==> config.mk <==
export PLATFORM = sky130hd
export DESIGN_NAME = vga_sync_monitor
export DESIGN_NICKNAME = d
export VERILOG_FILES = /design/src/rtl/vga_timing_pkg.sv /design/src/rtl/vga_sync_monitor_edge_meter.sv /design/src/rtl/vga_sync_monitor.sv
export SDC_FILE = /design/constraint.sdc
export NUM_CORES = 1
export LEC_CHECK = 0
export CAP_MARGIN = 20
export CELL_PAD_IN_SITES_DETAIL_PLACEMENT = 0
export CELL_PAD_IN_SITES_GLOBAL_PLACEMENT = 1
export CORE_MARGIN = 4
export CORE_UTILIZATION = 43
export CTS_CLUSTER_SIZE = 28
export DETAILED_ROUTE_END_ITERATION = 10
export GPL_TIMING_DRIVEN = 0
export PLACE_DENSITY_LB_ADDON = 0.1
export SETUP_SLACK_MARGIN = 0.4
export SYNTH_ARGS = -nofsm -noshare
export SYNTH_HDL_FRONTEND = slang
export SYNTH_HIERARCHICAL = 1
export SYNTH_SLANG_ARGS = --single-unit
==> constraint.sdc <==
create_clock -name i_Clk -period 3.1 [get_ports i_Clk]
set_input_delay 0.31 -clock i_Clk [delete_from_list [all_inputs] [get_ports i_Clk]]
set_output_delay 0.31 -clock i_Clk [all_outputs]
set_load 0.1 [all_outputs]
==> src/rtl/vga_timing_pkg.sv <==
// vga_timing_pkg: 640x480@60 raster constants and sync monitor state encoding
package vga_timing_pkg;
  localparam int H_SYNC  = 92;
  localparam int H_BACK  = 50;
  localparam int H_DISP  = 640;
  localparam int H_FRONT = 18;
  localparam int H_LINE  = H_SYNC + H_BACK + H_DISP + H_FRONT;
  localparam int V_SYNC  = 2;
  localparam int V_BACK  = 33;
  localparam int V_DISP  = 480;
  localparam int V_FRONT = 10;
  localparam int V_FRAME = V_SYNC + V_BACK + V_DISP + V_FRONT;
  typedef enum logic [1:0] {SEARCH = 2'd0, CHECK = 2'd1, LOCKED = 2'd2} mon_state_t;
endpackage

==> src/rtl/vga_sync_monitor_edge_meter.sv <==
// sync_edge_meter: registers an active-low sync, detects its edges and measures its low width
module sync_edge_meter (
  input  logic       i_clk,
  input  logic       i_rst,
  input  logic       i_sync,
  input  logic       i_adv,
  output logic       o_fall,
  output logic       o_rise,
  output logic [9:0] o_width
);
  logic       r_s;
  logic       r_s_d;
  logic [9:0] r_w;
  // sample the sync once and keep one cycle of history; idle level is high
  always_ff @(posedge i_clk or posedge i_rst) begin
    if (i_rst) begin
      r_s   <= 1'b1;
      r_s_d <= 1'b1;
    end else begin
      r_s   <= i_sync;
      r_s_d <= r_s;
    end
  end
  assign o_fall  = r_s_d & ~r_s;
  assign o_rise  = ~r_s_d & r_s;
  assign o_width = r_w;
  // low width in advance events, the falling-edge event itself counts as the first
  always_ff @(posedge i_clk or posedge i_rst) begin
    if (i_rst) r_w <= '0;
    else r_w <= o_fall ? {9'd0, i_adv} : ((~r_s & i_adv & ~(&r_w)) ? r_w + 10'd1 : r_w);
  end
endmodule

==> src/rtl/vga_sync_monitor.sv <==
// vga_sync_monitor: recovers raster position from looped-back VGA syncs and checks timing lock
module vga_sync_monitor #(
  parameter int H_LINE      = vga_timing_pkg::H_LINE,
  parameter int V_FRAME     = vga_timing_pkg::V_FRAME,
  parameter int H_SYNC      = vga_timing_pkg::H_SYNC,
  parameter int V_SYNC      = vga_timing_pkg::V_SYNC,
  parameter int LOCK_FRAMES = 2
) (
  input  logic       i_Clk,
  input  logic       i_Reset,
  input  logic       i_VGA_HSync,
  input  logic       i_VGA_VSync,
  output logic [9:0] o_h_count,
  output logic [9:0] o_v_count,
  output logic [9:0] o_line_len,
  output logic [9:0] o_frame_lines,
  output logic       o_frame_start,
  output logic       o_locked,
  output logic       o_error
);
  import vga_timing_pkg::*;
  logic       w_hs_fall, w_hs_rise, w_vs_fall, w_vs_rise;
  logic [9:0] w_hs_w, w_vs_w, w_len_n, w_lines_n;
  logic       w_fs, w_mis, w_first_bad, w_clean, w_err;
  logic       r_pend;
  logic [9:0] r_h_count, r_v_count, r_line_len, r_frame_lines;
  mon_state_t r_state, w_state;
  logic [2:0] r_good, w_good;
  logic       r_dirty, w_dirty, r_first, w_first;

  sync_edge_meter u_hs (
    .i_clk  (i_Clk),
    .i_rst  (i_Reset),
    .i_sync (i_VGA_HSync),
    .i_adv  (1'b1),
    .o_fall (w_hs_fall),
    .o_rise (w_hs_rise),
    .o_width(w_hs_w)
  );

  sync_edge_meter u_vs (
    .i_clk  (i_Clk),
    .i_rst  (i_Reset),
    .i_sync (i_VGA_VSync),
    .i_adv  (w_hs_fall),
    .o_fall (w_vs_fall),
    .o_rise (w_vs_rise),
    .o_width(w_vs_w)
  );

  assign w_len_n     = r_h_count + 10'd1;
  assign w_lines_n   = r_v_count + 10'd1;
  assign w_fs        = w_hs_fall & (w_vs_fall | r_pend);
  assign w_mis       = (w_hs_fall & ~r_first & (w_len_n != 10'(H_LINE)))
                     | (w_hs_rise & (w_hs_w != 10'(H_SYNC)))
                     | (w_vs_rise & (w_vs_w != 10'(V_SYNC)))
                     | (&r_h_count) | (&r_v_count);
  assign w_first_bad = w_hs_fall & r_first & (w_len_n != 10'(H_LINE));
  assign w_clean     = (w_lines_n == 10'(V_FRAME)) & ~r_dirty & ~w_first_bad;

  // raster counters and measured line/frame lengths, updated in every state
  always_ff @(posedge i_Clk or posedge i_Reset) begin
    if (i_Reset) begin
      r_h_count     <= '0;
      r_v_count     <= '0;
      r_line_len    <= '0;
      r_frame_lines <= '0;
      r_pend        <= 1'b0;
    end else begin
      r_h_count     <= w_hs_fall ? '0 : ((&r_h_count) ? r_h_count : w_len_n);
      r_line_len    <= w_hs_fall ? w_len_n : r_line_len;
      r_v_count     <= w_fs ? '0 : ((w_hs_fall & ~(&r_v_count)) ? w_lines_n : r_v_count);
      r_frame_lines <= w_fs ? w_lines_n : r_frame_lines;
      r_pend        <= w_hs_fall ? 1'b0 : (w_vs_fall | r_pend);
    end
  end

  // lock state register with good-frame count and first-line/dirty tracking
  always_ff @(posedge i_Clk or posedge i_Reset) begin
    if (i_Reset) begin
      r_state <= SEARCH;
      r_good  <= '0;
      r_dirty <= 1'b0;
      r_first <= 1'b0;
    end else begin
      r_state <= w_state;
      r_good  <= w_good;
      r_dirty <= w_dirty;
      r_first <= w_first;
    end
  end

  // lock decisions; a mismatch always takes priority over a frame start
  always_comb begin
    w_state = r_state;
    w_good  = r_good;
    w_dirty = r_dirty;
    w_first = w_hs_fall ? 1'b0 : r_first;
    w_err   = 1'b0;
    case (r_state)
      SEARCH: if (w_vs_fall) begin
        w_state = CHECK;
        w_good  = '0;
        w_dirty = 1'b0;
        w_first = 1'b1;
      end
      CHECK: if (w_mis) begin
        w_err   = 1'b1;
        w_state = SEARCH;
      end else if (w_vs_fall) begin
        w_dirty = 1'b0;
        w_good  = w_clean ? r_good + 3'd1 : '0;
        w_state = (w_clean & ({1'b0, r_good} + 4'd1 == 4'(LOCK_FRAMES))) ? LOCKED : CHECK;
      end else begin
        w_dirty = r_dirty | w_first_bad;
      end
      LOCKED: if (w_mis | (w_vs_fall & (w_lines_n != 10'(V_FRAME)))) begin
        w_err   = 1'b1;
        w_state = SEARCH;
      end
      default: w_state = SEARCH;
    endcase
  end

  assign o_h_count     = r_h_count;
  assign o_v_count     = r_v_count;
  assign o_line_len    = r_line_len;
  assign o_frame_lines = r_frame_lines;
  assign o_frame_start = w_vs_fall;
  assign o_locked      = r_state == LOCKED;
  assign o_error       = w_err;
endmodule

---- Word level (Yosys, flattened, before mapping) ----
Index checks and enable logic that the tools add are counted.
operators by class
  add/sub/neg operators ................... 6
  equality and inequality tests ........... 14
  multiplexer cells ....................... 30
  bitwise gates (word level) .............. 36
  reductions and logical operators ........ 12
operators by type and width
  kind                     number
  $mux W10                 8
  $add A10 B1 Y10 const B  4
  $reduce_and A10 Y1       4
  $ne A10 B10 Y1 const B   2
  $and A1 B1 Y1            19
  $mux W3                  4
  $eq A10 B10 Y1 const B   1
  $mux W2                  5
  $ne A10 B2 Y1 const B    1
  $ne A10 B7 Y1 const B    1
  $not A1 Y1               10
  $mux W1                  9
  $ne A2 B1 Y1 const B     4
  $reduce_bool A2 Y1       4
  $or A1 B1 Y1             7
  $pmux W2 S3              1
  $pmux W3 S2              1
  $reduce_and A3 Y1        2
  $add A3 B1 Y4 const B    1
  $eq A4 B2 Y1 const B     1
  $pmux W1 S2              2
  $reduce_and A4 Y1        1
  $add A3 B1 Y3 const B    1
  $ne A3 B2 Y1 const B     1
  other kinds (4)          4
word-level totals
  register bits after elaboration ......... 72
  input bits .............................. 4
  output and inout bits ................... 43
  logic and storage cells ................. 113

---- Longest topological paths before layout ----
  word-level depth ........................ 11
  mapped depth ............................ 9
  mapped depth without buffers ............ 8

---- Modules after synthesis ----
The synthesis kept the hierarchy.
by module, submodules not included
  module            instances  cells an instance  area an instance (µm²)  seq. area each (µm²)
  vga_sync_monitor  1          285                2,627.5                 1,201.2
  sync_edge_meter   2          62                 654.4                   302.8

---- Worst setup path before layout ----
No wires, ideal clock.
  path type ............................... register to output
  start point ............................. register r_v_count[3] (netlist: o_v_count[3])
  end point ............................... output port o_error
  arrival time ............................ 3.037 ns
  required time ........................... 2.790 ns
  path slack .............................. -0.247 ns
  stages on the path, launching flop included .. 9
  buffers on the path ..................... 1
  cell sequence ........................... dfrtp_1 -> clkbuf_1 -> and4_1 -> and2_1 -> nand3_1 -> nand4_1 -> a31oi_1 -> o21ai_0 -> and2_1
on the way
  longest elaborated chain between the ends .. 6
  elaborated cells between the ends (all ways) .. 9
  those cells by class .................... add/sub: 1; eq/ne: 1; mux: 3; bitwise: 3; reduce/logical: 1
RTL lines
  element                   line                     source
  start: declaration        vga_sync_monitor.sv:26   logic [9:0] r_h_count, r_v_count, r_line_len, r_frame_lines;
  start signal: assignment  vga_sync_monitor.sv:72   r_v_count <= w_fs ? '0 : ((w_hs_fall & ~(&r_v_count)) ? w_lines_n : r_v_count);
  $add A10 B1 Y10           vga_sync_monitor.sv:52   assign w_lines_n = r_v_count + 10'd1;
  $ne A10 B10 Y1            vga_sync_monitor.sv:117  LOCKED: if (w_mis | (w_vs_fall & (w_lines_n != 10'(V_FRAME)))) begin
  $and A1 B1 Y1             vga_sync_monitor.sv:117
  $or A1 B1 Y1              vga_sync_monitor.sv:117
  $mux W1                   vga_sync_monitor.sv:117
  $pmux W1 S2 (*)           vga_sync_monitor.sv:100  case (r_state)
  end: declaration          vga_sync_monitor.sv:19   output logic o_error
Every way passes the cells marked *; elsewhere a longest branch is shown, timed or not.

---- Worst setup path in the final report ----
  start point ............................. register r_h_count[1] (netlist: o_h_count[1])
  end point ............................... output port o_error
on the way
  longest elaborated chain between the ends .. 10
  elaborated cells between the ends (all ways) .. 12
  those cells by class .................... add/sub: 1; eq/ne: 1; mux: 3; bitwise: 6; reduce/logical: 1
RTL lines
  element                         line                     source
  start: declaration              vga_sync_monitor.sv:26
  start signal: assignment        vga_sync_monitor.sv:70   r_h_count <= w_hs_fall ? '0 : ((&r_h_count) ? r_h_count : w_len_n);
  $add A10 B1 Y10                 vga_sync_monitor.sv:51   assign w_len_n = r_h_count + 10'd1;
  $ne A10 B10 Y1                  vga_sync_monitor.sv:54   assign w_mis = (w_hs_fall & ~r_first & (w_len_n != 10'(H_LINE)))
  $and A1 B1 Y1                   vga_sync_monitor.sv:54
  $or A1 B1 Y1                    vga_sync_monitor.sv:55   | (w_hs_rise & (w_hs_w != 10'(H_SYNC)))
  $or A1 B1 Y1                    vga_sync_monitor.sv:56   | (w_vs_rise & (w_vs_w != 10'(V_SYNC)))
  $or A1 B1 Y1 (*) (2 in series)  vga_sync_monitor.sv:57   | (&r_h_count) | (&r_v_count);
  $or A1 B1 Y1                    vga_sync_monitor.sv:117
  $mux W1                         vga_sync_monitor.sv:117
  $pmux W1 S2 (*)                 vga_sync_monitor.sv:100
Marked as above.

==> impl_metrics.py <==
metrics = {
    "worst_setup_path": {
        "worstReg2RegEnd": "r_good[1]",
        "cp-start-kind": "flip-flop",
        "arrival_ns": 2.48,
        "critical_path.endpoint_type": "primary output",
        "cp.required_ns": 2.79,
        "crit_fanout": 4,
        "r2r_cells": 8,
        "crit_type": "reg2out",
        "r2r_slack_ns": 0.34,
        "crit-reg2reg-launch": "u_vs/o_width[2]",
    },
    "global_route": {
        "grt_remaining_overflow": 0,
        "grt_max_degree": 37,
        "grt_use_total_pct": 18.2,
        "grt_pass1_vias": 3342,
        "antenna_found_initial": 0,
        "grt_pass1_wl_um": 16000,
    },
    "synthesis": {
        "synth_top_cell_by_area": "dfrtp_1",
        "synth.mux.area_fraction_pct": 2.32,
        "syn_inst": 409,
        "async_flop_share_pct": 100,
        "synthSimpleGateAreaFrac_pct": 23.6,
        "synth-compound-area-share_pct": 15.7,
        "ys_warn_count": 6,
        "synth_area_um2": 3940,
        "synthDistinctLibCells": 59,
        "ys_top_cells_by_count": "dfrtp_1 (68), nand2_1 (37), o21ai_0 (36), nor2_1 (33), a21oi_1 (27)",
        "synthAdderAreaFrac_pct": 3.18,
        "yosysTopAreaCellShare_pct": 43.2,
        "yosysMostFrequentCell": "dfrtp_1",
        "synth-seq-cells": 72,
        "syn_area_per_cell_um2": 9.62,
        "synth_top_family_by_area": "simple AND/OR/NAND/NOR gates",
        "netlist_top_cells_area": "dfrtp_1 (43%), o21ai_0 (4.6%), xor2_1 (3.6%), nand2_1 (3.5%), a21oi_1 (3.4%)",
        "synth_flop_cell": "dfrtp_1",
        "synth_edf_count": 0,
        "yosysSeqAreaShare_pct": 45.9,
        "synth-xor-area-share_pct": 5.56,
    },
    "drt": {
        "drt_first_pass_iters": 4,
        "drtAntennaViolNets": 0,
        "avgRoutedWirePerCell_um": 15.4,
        "vias_per_cell": 5.54,
        "drt_wl_total_um": 9190,
        "vias": 3311,
        "drt_iter0_markers": 101,
        "drc": 0,
    },
    "power": {
        "power_frac_seq_pct": 39.5,
        "p_sw_share_pct": 42.4,
        "comb_power_share_pct": 36.2,
        "power.net_switching_w": 0.00120,
        "intPower_w": 0.00163,
        "power.leakage_nw": 2.05,
        "p_per_area_nw_per_um2": 569,
        "clock_power_share_pct": 24.2,
        "ir_worst_vdd_uv": 585,
    },
    "die": {
        "die_w_um": 104,
        "rows": 34,
        "start_util_pct": 44.7,
        "dieArea_um2": 10700,
        "io_pins": 47,
        "coreArea_um2": 8810,
        "dieHeight_um": 104,
    },
    "placement": {
        "gp_congestion": 0.800,
        "dpl_cell_area_um2": 4580,
        "io_buffers": 46,
        "dp_hpwl_um": 6280,
    },
    "cts": {
        "numCtsBuffers": 9,
        "clock-root-buffer": "clkbuf_8",
        "clk_pin_slew_ns": 0.09,
        "cts_tree": "yes",
        "cts_sinks": 72,
        "clk_latency_ns": 0.36,
        "htree_levels": 3,
        "ctsHoldBuffers": 0,
        "cts_buffer_depth": 2,
    },
    "sta": {
        "finalCritPeriodShare_pct": 90.0,
        "slew_headroom_pct": 32.5,
        "worst_pin_slew_ns": 1.01,
        "setup_viol": 0,
        "min_period_ns": 2.79,
        "finClkSkew_ns": 0.0134,
        "hold_viol": 0,
        "rsz0062_at_grt": "yes",
        "finalSetupTns_ns": 0,
        "maxSlewViolCount": 0,
        "fmax_mhz": 358,
        "hold_slack_ns": 0.292,
    },
    "worst_hold_path": {
        "hold_path.class": "in2async",
    },
    "run_status": {
        "status": "finished, final reports clean",
    },
    "layout": {
        "nets": 499,
        "syn2layout_area_growth_pct": 26.2,
        "drive_above_1_share_pct": 18.4,
        "fillerInstances": 812,
        "diodes": 0,
        "final_design_area_no_fill_um2": 4970,
        "multi_input_area_um2": 2070,
        "area.sequential_um2": 1830,
    },
    "flow_run": {
        "maxCapViolCount": 0,
    },
}
registers in the layout (all words and copies together), names as in the netlist:
register       count
o_frame_lines     10
o_line_len        10
u_vs/r_s_d         1
u_vs/r_s           1
r_first            1
o_h_count         10
o_v_count         10
r_pend             1
u_vs/o_width      10
r_state            2
r_dirty            1
u_hs/r_s_d         1
u_hs/r_s           1
r_good             3
u_hs/o_width      10
layout make-up:
class / instances / area share, %
Clock buffer: 11 / 2.85
Timing Repair Buffer: 63 / 12.3
Sequential cell: 72 / 36.8
Buffer: 13 / 1.41
Tap cell: 108 / 2.72
Multi-Input combinational cell: 306 / 41.7
Inverter: 20 / 1.56
Clock inverter: 5 / 0.655
through the flow:
step,instances,setup WS (ns),utilization [%],total power (W)
2_1_floorplan,411,0.291,-,0.00187
3_3_place_gp,565,-0.781,51.8,0.00209
3_5_place_dp,566,-0.785,52.0,0.00210
4_1_cts,593,0.298,55.8,0.00284
5_1_grt,598,0.195,56.4,0.00297
6_report,598,0.309,56.4,0.00283
routing by layer:
layer	global-route usage [%]	vias to the layer above	share of wire [%]
met5	0	-	0
met1	23.3	1614	46
met4	7.31	0	2.0
met3	4.42	16	4.2
li1	-	1627	-
met2	29.6	54	48
timing repair:
action,CTS,global route
pin swaps,9,5
resized for setup,27,7
endpoints found under the setup margin,17,16
buffers inserted,11,5
how the worst max path moves through the flow:
| stage | slack (ns) | cells after the start | start | end |
|---|---|---|---|---|
| after floorplan | 0.29 | 7 | o_h_count[0] | o_error |
| after global placement | -0.78 | 7 | u_vs/o_width[3] | o_error |
| after detailed placement | -0.79 | 7 | u_vs/o_width[3] | o_error |
| after CTS | 0.30 | 7 | u_vs/o_width[2] | o_error |
| after global routing | 0.19 | 7 | u_vs/o_width[2] | o_error |
| final | 0.31 | 8 | o_h_count[1] | o_error |
power groups by stage:
| stage | registers, W | logic [W] | clock network (W) |
|---|---|---|---|
| 6_report | 0.00112 | 0.00103 | 0.000685 |
| 5_1_grt | 0.00114 | 0.00108 | 0.000750 |
| 4_1_cts | 0.00112 | 0.00101 | 0.000707 |
| 3_5_place_dp | 0.00114 | 0.000964 | 0 |
| 3_3_place_gp | 0.00114 | 0.000955 | 0 |
| 2_1_floorplan | 0.00155 | 0.000318 | 0 |
critical path: stages (launching register included):
cell      delay [ns]
dfrtp_2         0.43
and2_4          0.18
or4b_4          0.50
a221oi_4        0.34
nand2_2         0.12
a31oi_4         0.19
o21ai_2         0.08
and2_4          0.15
buf_12          0.16
logic make-up (layout without fill, tap and decap cells):
group,after synthesis,in the layout
AND/OR/NAND/NOR,164,164
AO/OA/AOI/OAI,95,95
flip-flops,72,72
buffers and inverters,33,112
XOR/XNOR,25,25
adder cells (fa/ha/maj),10,10
multiplexers,9,9
other,1,3
cells in the final DEF (no fill, tap or decap), types with 3 or more instances in the layout:
master and n:
clkdlybuf4s50_1 44, and4_1 4, clkinv_2 5, nand3b_1 3, clkbuf_8 11, conb_1 3
a21oi_1 27, clkbuf_2 3, xor2_1 15, dfrtp_1 50, nor2_1 32, xnor2_1 9
nand2b_1 8, o22ai_1 3, o21ai_0 35, mux2i_1 8, or3_1 3, nand3_1 22
ha_1 9, and2_1 4, inv_1 17, dfstp_2 4, nor3_1 6, o31ai_1 6
nand2_1 36, dfrtp_2 18, and3_1 5, buf_4 16, clkbuf_1 7, nand4_1 11
or4_1 5
No activity file was read; power rests on OpenSTA's default activity.
